==> src/rtl/calc_core.sv <==
// calc_core: keypad calculator core with accumulator, pending operator,
// entry argument, bit-serial restoring divider and sticky error state.
module calc_core #(
    parameter int WIDTH   = 10,
    parameter int ARG_MAX = 999
) (
    input  logic             Clk,
    input  logic             reset,
    input  logic [3:0]       keycode,
    input  logic             key_pressed,
    output logic [WIDTH-1:0] display_value,
    output logic             error,
    output logic             busy,
    output logic [3:0]       state_dbg,
    output logic [7:0]       key_count
);

    typedef enum logic [3:0] {
        S_CLEAR    = 4'd0,
        S_IDLE     = 4'd1,
        S_DIGIT    = 4'd2,
        S_OP       = 4'd3,
        S_CALC     = 4'd4,
        S_DIVIDE   = 4'd5,
        S_SHOW_ARG = 4'd6,
        S_SHOW_RES = 4'd7,
        S_ERROR    = 4'd8
    } state_t;

    typedef enum logic [1:0] {
        OP_PLUS  = 2'd0,
        OP_MINUS = 2'd1,
        OP_MUL   = 2'd2,
        OP_DIV   = 2'd3
    } op_t;

    localparam int                ARG_WIDE  = WIDTH + 4;
    localparam logic [ARG_WIDE-1:0] ARG_MAX_W = ARG_WIDE'(ARG_MAX);
    localparam logic [4:0]        DIV_LAST  = 5'(WIDTH - 1);

    state_t             state_r, state_nxt_s;
    logic [WIDTH-1:0]   acc_r, acc_nxt_s;
    logic [WIDTH-1:0]   arg_r, arg_nxt_s;
    op_t                op_r, op_nxt_s;
    op_t                op_next_r, op_next_nxt_s;
    logic               fresh_r, fresh_nxt_s;
    logic               key_prev_r;
    logic [3:0]         key_r, key_nxt_s;
    logic [WIDTH-1:0]   disp_r, disp_nxt_s;
    logic               error_r, error_nxt_s;
    logic               busy_r, busy_nxt_s;
    logic [7:0]         key_count_r, key_count_nxt_s;
    logic [WIDTH-1:0]   rem_r, rem_nxt_s;
    logic [WIDTH-1:0]   quo_r, quo_nxt_s;
    logic [WIDTH-1:0]   divisor_r, divisor_nxt_s;
    logic [4:0]         div_cnt_r, div_cnt_nxt_s;

    // Datapath helpers shared by the next-state logic.
    logic                  key_edge_s;
    logic [ARG_WIDE-1:0]   arg_wide_s;
    logic [ARG_WIDE-1:0]   arg_x10_s;
    logic [WIDTH:0]        sum_s;
    logic [2*WIDTH-1:0]    prod_s;
    logic [WIDTH:0]        trial_s;
    logic [WIDTH:0]        trial_sub_s;
    logic                  trial_ge_s;
    logic [WIDTH-1:0]      rem_step_s;
    logic [WIDTH-1:0]      quo_step_s;

    assign key_edge_s  = key_pressed & ~key_prev_r;
    assign arg_wide_s  = {4'd0, arg_r};
    assign arg_x10_s   = (arg_wide_s << 3) + (arg_wide_s << 1) + {{WIDTH{1'b0}}, key_r};
    assign sum_s       = {1'b0, acc_r} + {1'b0, arg_r};
    assign prod_s      = {{WIDTH{1'b0}}, acc_r} * {{WIDTH{1'b0}}, arg_r};
    // One restoring-division step: shift in the next dividend bit, subtract if it fits.
    assign trial_s     = {rem_r, quo_r[WIDTH-1]};
    assign trial_ge_s  = (trial_s >= {1'b0, divisor_r});
    assign trial_sub_s = trial_s - {1'b0, divisor_r};
    assign rem_step_s  = trial_ge_s ? trial_sub_s[WIDTH-1:0] : trial_s[WIDTH-1:0];
    assign quo_step_s  = {quo_r[WIDTH-2:0], trial_ge_s};

    // Next-state and next-register logic for the calculator FSM.
    always_comb begin
        state_nxt_s     = state_r;
        acc_nxt_s       = acc_r;
        arg_nxt_s       = arg_r;
        op_nxt_s        = op_r;
        op_next_nxt_s   = op_next_r;
        fresh_nxt_s     = fresh_r;
        key_nxt_s       = key_r;
        disp_nxt_s      = disp_r;
        error_nxt_s     = error_r;
        busy_nxt_s      = busy_r;
        key_count_nxt_s = key_count_r;
        rem_nxt_s       = rem_r;
        quo_nxt_s       = quo_r;
        divisor_nxt_s   = divisor_r;
        div_cnt_nxt_s   = div_cnt_r;

        case (state_r)
            S_CLEAR: begin
                acc_nxt_s     = '0;
                arg_nxt_s     = '0;
                disp_nxt_s    = '0;
                op_nxt_s      = OP_PLUS;
                op_next_nxt_s = OP_PLUS;
                error_nxt_s   = 1'b0;
                fresh_nxt_s   = 1'b0;
                busy_nxt_s    = 1'b0;
                state_nxt_s   = S_IDLE;
            end
            S_IDLE: begin
                if (key_edge_s) begin
                    key_count_nxt_s = key_count_r + 8'd1;
                    key_nxt_s       = keycode;
                    if (keycode <= 4'd9) begin
                        state_nxt_s = S_DIGIT;
                    end else if (keycode == 4'hC) begin
                        state_nxt_s = S_CLEAR;
                    end else begin
                        state_nxt_s = S_OP;
                    end
                end else begin
                    state_nxt_s = S_IDLE;
                end
            end
            S_DIGIT: begin
                if (fresh_r) begin
                    acc_nxt_s   = '0;
                    fresh_nxt_s = 1'b0;
                end else begin
                    fresh_nxt_s = fresh_r;
                end
                // Digits that would push the entry past the limit are dropped.
                if (arg_x10_s <= ARG_MAX_W) begin
                    arg_nxt_s = arg_x10_s[WIDTH-1:0];
                end else begin
                    arg_nxt_s = arg_r;
                end
                state_nxt_s = S_SHOW_ARG;
            end
            S_OP: begin
                case (key_r)
                    4'hB:    op_next_nxt_s = OP_MUL;
                    4'hD:    op_next_nxt_s = OP_DIV;
                    4'hF:    op_next_nxt_s = OP_MINUS;
                    default: op_next_nxt_s = OP_PLUS;
                endcase
                fresh_nxt_s = (key_r == 4'hA);
                state_nxt_s = S_CALC;
            end
            S_CALC: begin
                op_nxt_s  = op_next_r;
                arg_nxt_s = '0;
                case (op_r)
                    OP_PLUS: begin
                        if (sum_s[WIDTH]) begin
                            state_nxt_s = S_ERROR;
                        end else begin
                            acc_nxt_s   = sum_s[WIDTH-1:0];
                            state_nxt_s = S_SHOW_RES;
                        end
                    end
                    OP_MINUS: begin
                        if (arg_r > acc_r) begin
                            state_nxt_s = S_ERROR;
                        end else begin
                            acc_nxt_s   = acc_r - arg_r;
                            state_nxt_s = S_SHOW_RES;
                        end
                    end
                    OP_MUL: begin
                        if (prod_s[2*WIDTH-1:WIDTH] != '0) begin
                            state_nxt_s = S_ERROR;
                        end else begin
                            acc_nxt_s   = prod_s[WIDTH-1:0];
                            state_nxt_s = S_SHOW_RES;
                        end
                    end
                    OP_DIV: begin
                        if (arg_r == '0) begin
                            state_nxt_s = S_ERROR;
                        end else begin
                            divisor_nxt_s = arg_r;
                            quo_nxt_s     = acc_r;
                            rem_nxt_s     = '0;
                            div_cnt_nxt_s = DIV_LAST;
                            busy_nxt_s    = 1'b1;
                            state_nxt_s   = S_DIVIDE;
                        end
                    end
                    default: state_nxt_s = S_ERROR;
                endcase
            end
            S_DIVIDE: begin
                rem_nxt_s = rem_step_s;
                quo_nxt_s = quo_step_s;
                if (div_cnt_r == 5'd0) begin
                    acc_nxt_s   = quo_step_s;
                    busy_nxt_s  = 1'b0;
                    state_nxt_s = S_SHOW_RES;
                end else begin
                    div_cnt_nxt_s = div_cnt_r - 5'd1;
                    busy_nxt_s    = 1'b1;
                end
            end
            S_SHOW_ARG: begin
                disp_nxt_s  = arg_r;
                state_nxt_s = S_IDLE;
            end
            S_SHOW_RES: begin
                disp_nxt_s  = acc_r;
                state_nxt_s = S_IDLE;
            end
            S_ERROR: begin
                error_nxt_s = 1'b1;
                disp_nxt_s  = '0;
                // Only clear leaves the error state; other keys are counted and dropped.
                if (key_edge_s) begin
                    key_count_nxt_s = key_count_r + 8'd1;
                    if (keycode == 4'hC) begin
                        state_nxt_s = S_CLEAR;
                    end else begin
                        state_nxt_s = S_ERROR;
                    end
                end else begin
                    state_nxt_s = S_ERROR;
                end
            end
            default: state_nxt_s = S_CLEAR;
        endcase
    end

    // FSM state register.
    always_ff @(posedge Clk or negedge reset) begin
        if (!reset) begin
            state_r <= S_CLEAR;
        end else begin
            state_r <= state_nxt_s;
        end
    end

    // Datapath and output registers.
    always_ff @(posedge Clk or negedge reset) begin
        if (!reset) begin
            acc_r       <= '0;
            arg_r       <= '0;
            op_r        <= OP_PLUS;
            op_next_r   <= OP_PLUS;
            fresh_r     <= 1'b0;
            key_prev_r  <= 1'b0;
            key_r       <= 4'd0;
            disp_r      <= '0;
            error_r     <= 1'b0;
            busy_r      <= 1'b0;
            key_count_r <= 8'd0;
            rem_r       <= '0;
            quo_r       <= '0;
            divisor_r   <= '0;
            div_cnt_r   <= 5'd0;
        end else begin
            acc_r       <= acc_nxt_s;
            arg_r       <= arg_nxt_s;
            op_r        <= op_nxt_s;
            op_next_r   <= op_next_nxt_s;
            fresh_r     <= fresh_nxt_s;
            key_prev_r  <= key_pressed;
            key_r       <= key_nxt_s;
            disp_r      <= disp_nxt_s;
            error_r     <= error_nxt_s;
            busy_r      <= busy_nxt_s;
            key_count_r <= key_count_nxt_s;
            rem_r       <= rem_nxt_s;
            quo_r       <= quo_nxt_s;
            divisor_r   <= divisor_nxt_s;
            div_cnt_r   <= div_cnt_nxt_s;
        end
    end

    assign display_value = disp_r;
    assign error         = error_r;
    assign busy          = busy_r;
    assign state_dbg     = state_r;
    assign key_count     = key_count_r;

endmodule

==> config.mk <==
export PLATFORM = sky130hd
export DESIGN_NAME = calc_core
export DESIGN_NICKNAME = d
export VERILOG_FILES = /design/src/rtl/calc_core.sv
export SDC_FILE = /design/constraint.sdc
export NUM_CORES = 1
export LEC_CHECK = 0
export ABC_CLOCK_PERIOD_IN_PS = 7900
export BUFFER_PORTS_ARGS = -buffer_cell sky130_fd_sc_hd__buf_2
export CAP_MARGIN = 20
export CORE_MARGIN = 5
export CORE_UTILIZATION = 46
export CTS_CLUSTER_DIAMETER = 100
export DETAILED_ROUTE_END_ITERATION = 8
export PLACE_DENSITY = 0.67
export SYNTH_ARGS = -nofsm -noshare
export SYNTH_HDL_FRONTEND = slang
export SYNTH_SLANG_ARGS = --single-unit
==> constraint.sdc <==
create_clock -name Clk -period 7.9 [get_ports Clk]
set_input_delay 0.395 -clock Clk [delete_from_list [all_inputs] [get_ports Clk]]
set_output_delay 0.395 -clock Clk [all_outputs]
set_load 0.1 [all_outputs]
==> metrics.cfg, run 1 <==
[die]
dieWidth_um = 154
initial_core_util_pct = 46.9
area_inside_the_core_boundary_um2 = 20400
pin_count = 31
die_h_um = 154
num_rows = 52
floorplan.die_area_um2 = 23700

[logic_synthesis]
ys_warn_count = 0
synth.distinct_cells = 81
biggest_area_contributors_in_the_synthesized_netlist = dfrtp_1 (23%), ha_1 (14%), fa_1 (14%)
synth_area_um2 = 9550
synth_top_area_share_pct = 23.3
synth_edf_count = 0
asyncSetResetFlopFracSynth_pct = 100
yosys_most_used_dff = dfrtp_1
syn_inst = 1097
synth_common_cells = nand2_1 (150), inv_1 (117), ha_1 (110), dfrtp_1 (89), o21ai_0 (70)
synth_top_cell_by_area = dfrtp_1
synth.most_common_cell = nand2_1
syn-num-nets = 1281
avgSynthCellArea_um2 = 8.71
synth.yosys.seq_area_share_pct = 23.3
ys_ff_latch = 89

[global_routing]
grt_overflow_total = 0
grt_start_max_net_pins = 78
first_pass_grt_wire_length_mm = 39.2
globalRouteTotalUtil_pct = 20.1
grt_pass1_vias = 7513
grt_antenna_before_repair = 0

[setup_path]
setup.worst_path.class = reg2reg
r2r_slack_ps = 1400
cp-start-kind = flop
worstSetupStartpoint = arg_r[9]$_DFFE_PN0P_
crit-reg2reg-launch = arg_r[9]$_DFFE_PN0P_
critPathRequiredTime_ps = 8130
number_of_cells_on_the_worst_reg_to_reg_path = 20
cp-end-kind = flop
worstPathMaxFanout = 19
worst-endpoint-arrival_ps = 6730
r2r_end = acc_r[3]$_DFFE_PN0P_
crit_end = acc_r[3]$_DFFE_PN0P_

[routing]
via_per_inst = 5.73
routed-via-count = 7868
first_iter_violations = 514
postRouteAntennaNets = 0
route.final.wire_length_mm = 23.7
wire_per_inst_um = 17.3
detail_route.drc_violations = 0
first_pass_iteration_count_of_the_detailed_router = 5

[sta]
rsz0062_at_grt = false
fin_skew_ps = 9.92
max_slew_margin_pct = 31.1
timing_max_transition_violations_final = 0
fin_hold_ws_ps = 162
layout_setup_ws_ps = 1400
finalHoldViolCount = 0
setup_violations = 0
max_slew.worst_pin.slew_ps = 1020
min_period_ps = 6500
fin_tns_setup_ps = 0
final_min_period_over_clock_period_pct = 82.3
clock.fmax_mhz = 154

[clocking]
ctsHtreeMaxLevel = 3
cts_buffers = 9
cts.repair.resized = 0
clk-insertion-delay-late_ps = 350
root_buffer = clkbuf_16
tritoncts = yes
clock_sink_count = 89
clk_transition_reported_paths_ps = 70
clockBufferDepth = 2

[placement]
place_congestion = 0.959
hpwl_mm = 18.0
placed_cells = 1355
placement.io_buffers = 30
worst_slack_at_placement_ps = 1440

[layout]
multiInputGateArea_um2 = 6660
final_cell_count_no_fill = 1373
post_route_cells_drive_above_1_share_pct = 8.43
syn_to_final_growth_pct = 7.49
num-fill-cells = 1917
nNetsFinal = 1283
register_area_um2 = 2230
diodes = 0

[min_path]
hold_path_depth = 1
timing.hold.worst.class = in2reg

[power_and_ir_drop]
power_density_nw_per_um2 = 343
total_leakage_power_nw = 5.04
irDropWorstVdd_v = 0.000299

[status]
status = completed

[job]
max_cap_viol_count = 0

==> how the worst min path moves through the flow <==
| stage | slack [ps] | startpoint | to |
|---|---|---|---|
| finish | 160 | key_pressed | key_prev_r$_DFF_PN0_ |
| global route | 150 | key_pressed | key_prev_r$_DFF_PN0_ |
| floorplan | 100 | reset | acc_r[0]$_DFFE_PN0P_ |
| CTS | 150 | key_pressed | key_prev_r$_DFF_PN0_ |
| detailed placement | 240 | reset | quo_r[4]$_DFFE_PN0P_ |
| global placement | 240 | reset | quo_r[5]$_DFFE_PN0P_ |
==> cell usage in the layout, fill, tap and decap left out, types with 9 or more instances in the layout <==
cell type / n
and2_1: 35
mux2i_1: 20
inv_1: 117
nand2_1: 150
a21oi_1: 56
buf_4: 11
nor2_1: 68
fa_1: 67
nand2b_1: 13
buf_2: 29
a31oi_1: 19
clkbuf_16: 9
dfrtp_1: 89
nand3_1: 26
mux2_4: 10
xnor2_1: 20
ha_1: 110
o21ai_0: 70
nor3_1: 11
xor2_1: 12
a21o_1: 16
==> where the power goes <==
group	switching [mW]	internal (mW)
Combinational	1.36	0.759
Sequential	0.317	0.607
Clock	0.192	0.281
Total	1.87	1.65
==> sequential cells by signal (all words and copies together) (netlist names) <==
name           cells
rem_r             10
acc_r             10
error              1
state_dbg          4
busy               1
key_r              4
op_next_r          2
quo_r             10
arg_r             10
key_prev_r         1
fresh_r            1
key_count          8
display_value     10
div_cnt_r          5
divisor_r         10
op_r               2
==> routing by layer <==
layer	wire (um)	global-route usage, %	up-vias
li1	-	-	3743
met1	10900	28.4	3858
met2	10800	31.5	227
met3	1250	3.20	40
met4	698	6.43	0
met5	0	0	-
==> metrics by stage <==
| step | power, mW | util (%) | cell area, um2 |
|---|---|---|---|
| 5_1_grt | 3.78 | 50.4 | 10300 |
| 3_5_place_dp | 3.01 | 48.6 | 9890 |
| 6_report | 3.52 | 50.4 | 10300 |
| 3_3_place_gp | 2.97 | 48.6 | 9890 |
| 2_1_floorplan | 2.51 | - | 9550 |
| 4_1_cts | 3.50 | 50.2 | 10200 |
==> critical path: stages, from the launching register on <==
cell      delay, ps
dfrtp_1         770
nand2_1         170
fa_1            550
fa_1            560
inv_1            60
fa_1            500
fa_1            540
inv_1            50
fa_1            530
inv_1            40
ha_1            200
a21o_1          200
a221o_1         340
a31oi_2         290
mux2i_1         220
a21oi_1          80
a21o_2          230
o311ai_1        250
nor3b_2         200
buf_4           260
mux2_4          320
==> logic make-up after synthesis <==
logic type / Yosys count / share of synthesized area [%]
AO/OA/AOI/OAI: 241 / 16.5
XOR/XNOR: 33 / 3.17
adder cells (fa/ha/maj): 177 / 28.5
buffers and inverters: 170 / 7.01
flip-flops: 89 / 23.3
multiplexers: 36 / 4.38
AND/OR/NAND/NOR: 351 / 17.2
==> what timing repair did <==
action	4_1_cts	5_1_grt
endpoints found under the hold margin	12	0
hold buffers	1	0
endpoints found under the setup margin	0	0
buffers inserted	0	0
==> area by class of cell <==
type,count,share of cell area [%]
Timing Repair Buffer,43,2.69
Clock inverter,6,0.951
Sequential cell,89,21.7
Inverter,118,4.31
Tap cell,270,3.29
Clock buffer,9,2.19
Multi-Input combinational cell,838,64.9
Power figures use the tool's default switching activity.
==> run 2, diff against run 1 <==
--- a/config.mk
+++ b/config.mk
@@ -5,7 +5,7 @@
 export SDC_FILE = /design/constraint.sdc
 export NUM_CORES = 1
 export LEC_CHECK = 0
-export ABC_CLOCK_PERIOD_IN_PS = 7900
+export ABC_CLOCK_PERIOD_IN_PS = 6000
 export BUFFER_PORTS_ARGS = -buffer_cell sky130_fd_sc_hd__buf_2
 export CAP_MARGIN = 20
 export CORE_MARGIN = 5
==> constraint.sdc (replaced) <==
create_clock -name Clk -period 6 [get_ports Clk]
set_input_delay 0.3 -clock Clk [delete_from_list [all_inputs] [get_ports Clk]]
set_output_delay 0.3 -clock Clk [all_outputs]
set_load 0.1 [all_outputs]
==> metrics.cfg, run 2 (same netlist as run 1, synthesis figures left out) <==
[sta]
max_slew.worst_pin.slew_ps = 974
timing_max_transition_violations_final = 0
final_min_period_over_clock_period_pct = 99.6
fin_tns_setup_ps = 0
finalHoldViolCount = 0
min_period_ps = 5980
fin_skew_ps = 9.65
setup_violations = 0
clock.fmax_mhz = 167
max_slew_margin_pct = 34.2
rsz0062_at_grt = true

[clocking]
root_buffer = clkbuf_16
ctsHtreeMaxLevel = 3
clockBufferDepth = 2
clk-insertion-delay-late_ps = 340
tritoncts = yes
cts_buffers = 9
clock_sink_count = 89
clk_transition_reported_paths_ps = 70

[global_routing]
grt_pass1_vias = 7873
grt_start_max_net_pins = 55
grt_overflow_total = 0
globalRouteTotalUtil_pct = 21.2
grt_antenna_before_repair = 0
first_pass_grt_wire_length_mm = 41.1

[setup_path]
worst_path_dominant_cell_family = adder cells
cp-end-kind = flop
path_depth = 22
r2r_end = acc_r[8]$_DFFE_PN0P_
cp_slowest_stage_delay_ps = 550
r2r_slack_ps = 20
setup.worst_path.class = reg2reg
cp-start-kind = flop
worstPathCellList = and2_4 -> fa_1 -> inv_1 -> fa_1 -> inv_1 -> fa_1 -> fa_1 -> inv_2 -> fa_1 -> inv_2 -> ha_4 -> a21o_1 -> a221o_1 -> a31oi_4 -> buf_6 -> mux2i_1 -> a21oi_1 -> a21o_2 -> o311ai_4 -> nor3b_4 -> clkbuf_16 -> mux2_4
crit-reg2reg-launch = arg_r[6]$_DFFE_PN0P_
crit_buf_inv = 6
critPathRequiredTime_ps = 6230
number_of_cells_on_the_worst_reg_to_reg_path = 22
critical-path-slowest-cell = fa_1
crit_path_frequent_cell = fa_1
worstPathMaxFanout = 5
worst-endpoint-arrival_ps = 6200

[layout]
multiInputGateArea_um2 = 6890
post_route_cells_drive_above_1_share_pct = 16.9
register_area_um2 = 2230
num-fill-cells = 1840
syn_to_final_growth_pct = 15.3
diodes = 0
final_common_cell = nand2_1
stdcell_area_um2 = 11000
nNetsFinal = 1346
final_cell_mix = nand2_1 (148), inv_1 (112), ha_1 (95)

[power_and_ir_drop]
power.switching_fraction_pct = 52.1
total_leakage_power_nw = 5.33
comb_power_share_pct = 66.7
p_sw_mw = 2.55
cell_internal_pwr_mw = 2.35
irDropWorstVdd_v = 0.000407
power_density_nw_per_um2 = 445
share_clk_of_total_power_pct = 11.8
register_share_of_total_power_pct = 21.5

[min_path]
timing.hold.worst.class = in2reg
hold_path_depth = 1
min-delay-start = key_pressed
hold_path_end = key_prev_r$_DFF_PN0_

[routing]
first_pass_iteration_count_of_the_detailed_router = 6
route.final.wire_length_mm = 25.5
first_iter_violations = 604
postRouteAntennaNets = 0
detail_route.drc_violations = 0
wire_per_inst_um = 17.7
via_per_inst = 5.64
routed-via-count = 8109

[die]
die_h_um = 154
area_inside_the_core_boundary_um2 = 20400
floorplan.die_area_um2 = 23700
initial_core_util_pct = 46.9
pin_count = 31
num_rows = 52
dieWidth_um = 154

[placement]
placement.io_buffers = 30
place_congestion = 0.948
detailed_place.area_um2 = 10400
hpwl_mm = 19.5

[status]
status = completed

[job]
max_cap_viol_count = 0

-- run 2: changes by cell type in the layout (fill, tap and decap cells not counted), sizes merged --
cell      delta
buf         +62
inv          -2
clkinvlp     +1
clkinv       +2
clkbuf       +2
bufinv       -1
-- run 2: metal layers --
layer	up-vias	wire [um]	part of all wire (%)	track usage, %
met5	-	0	0	0
met4	0	514	2.0	4.46
met3	34	1080	4.2	3.26
met2	198	12300	48	34.9
met1	4012	11600	46	29.7
li1	3865	-	-	-
-- run 2: cell type report --
class | count | area share, %
Multi-Input combinational cell | 838 | 62.6
Sequential cell | 89 | 20.3
Timing Repair Buffer | 106 | 7.30
Inverter | 118 | 4.02
Tap cell | 270 | 3.07
Clock buffer | 10 | 2.17
Clock inverter | 6 | 0.591
-- run 2: worst max path at each step --
stage,from,endpoint,slack (ps)
global placement,arg_r[6]$_DFFE_PN0P_,acc_r[4]$_DFFE_PN0P_,-30
detailed placement,acc_r[4]$_DFFE_PN0P_,acc_r[4]$_DFFE_PN0P_,-100
finish,arg_r[6]$_DFFE_PN0P_,acc_r[8]$_DFFE_PN0P_,20
global route,arg_r[6]$_DFFE_PN0P_,acc_r[1]$_DFFE_PN0P_,-160
CTS,acc_r[4]$_DFFE_PN0P_,acc_r[4]$_DFFE_PN0P_,8
floorplan,acc_r[1]$_DFFE_PN0P_,acc_r[0]$_DFFE_PN0P_,20
-- run 2: power groups by stage --
stage	clock [mW]	sequential (mW)	combinational, mW
floorplan	0	1.41	1.89
global placement	0	1.04	3.10
detailed placement	0	1.05	3.12
CTS	0.586	1.04	3.15
global route	0.613	1.08	3.57
finish	0.577	1.06	3.27
-- run 2: timing repair --
item,in CTS,in global routing
endpoints found under the hold margin,35,0
setup buffers,0,4
cloned,0,1
gates resized for setup,5,55
endpoints found under the setup margin,10,14
hold buffers,1,0
pin swaps,1,33
-- run 2: per-stage QoR --
| stage | worst slack [ps] | hold slack (ps) | cells | utilization (%) | power (mW) |
|---|---|---|---|---|---|
| after floorplan | 19.1 | 4.41 | 1097 | - | 3.30 |
| after global placement | -33.4 | 289 | 1415 | 50.9 | 4.14 |
| after detailed placement | -98.7 | 290 | 1415 | 50.9 | 4.17 |
| after CTS | 7.56 | 70.6 | 1432 | 52.6 | 4.78 |
| after global routing | -157 | 71.8 | 1437 | 54.1 | 5.26 |
| final | 23.2 | 76.4 | 1437 | 54.1 | 4.90 |
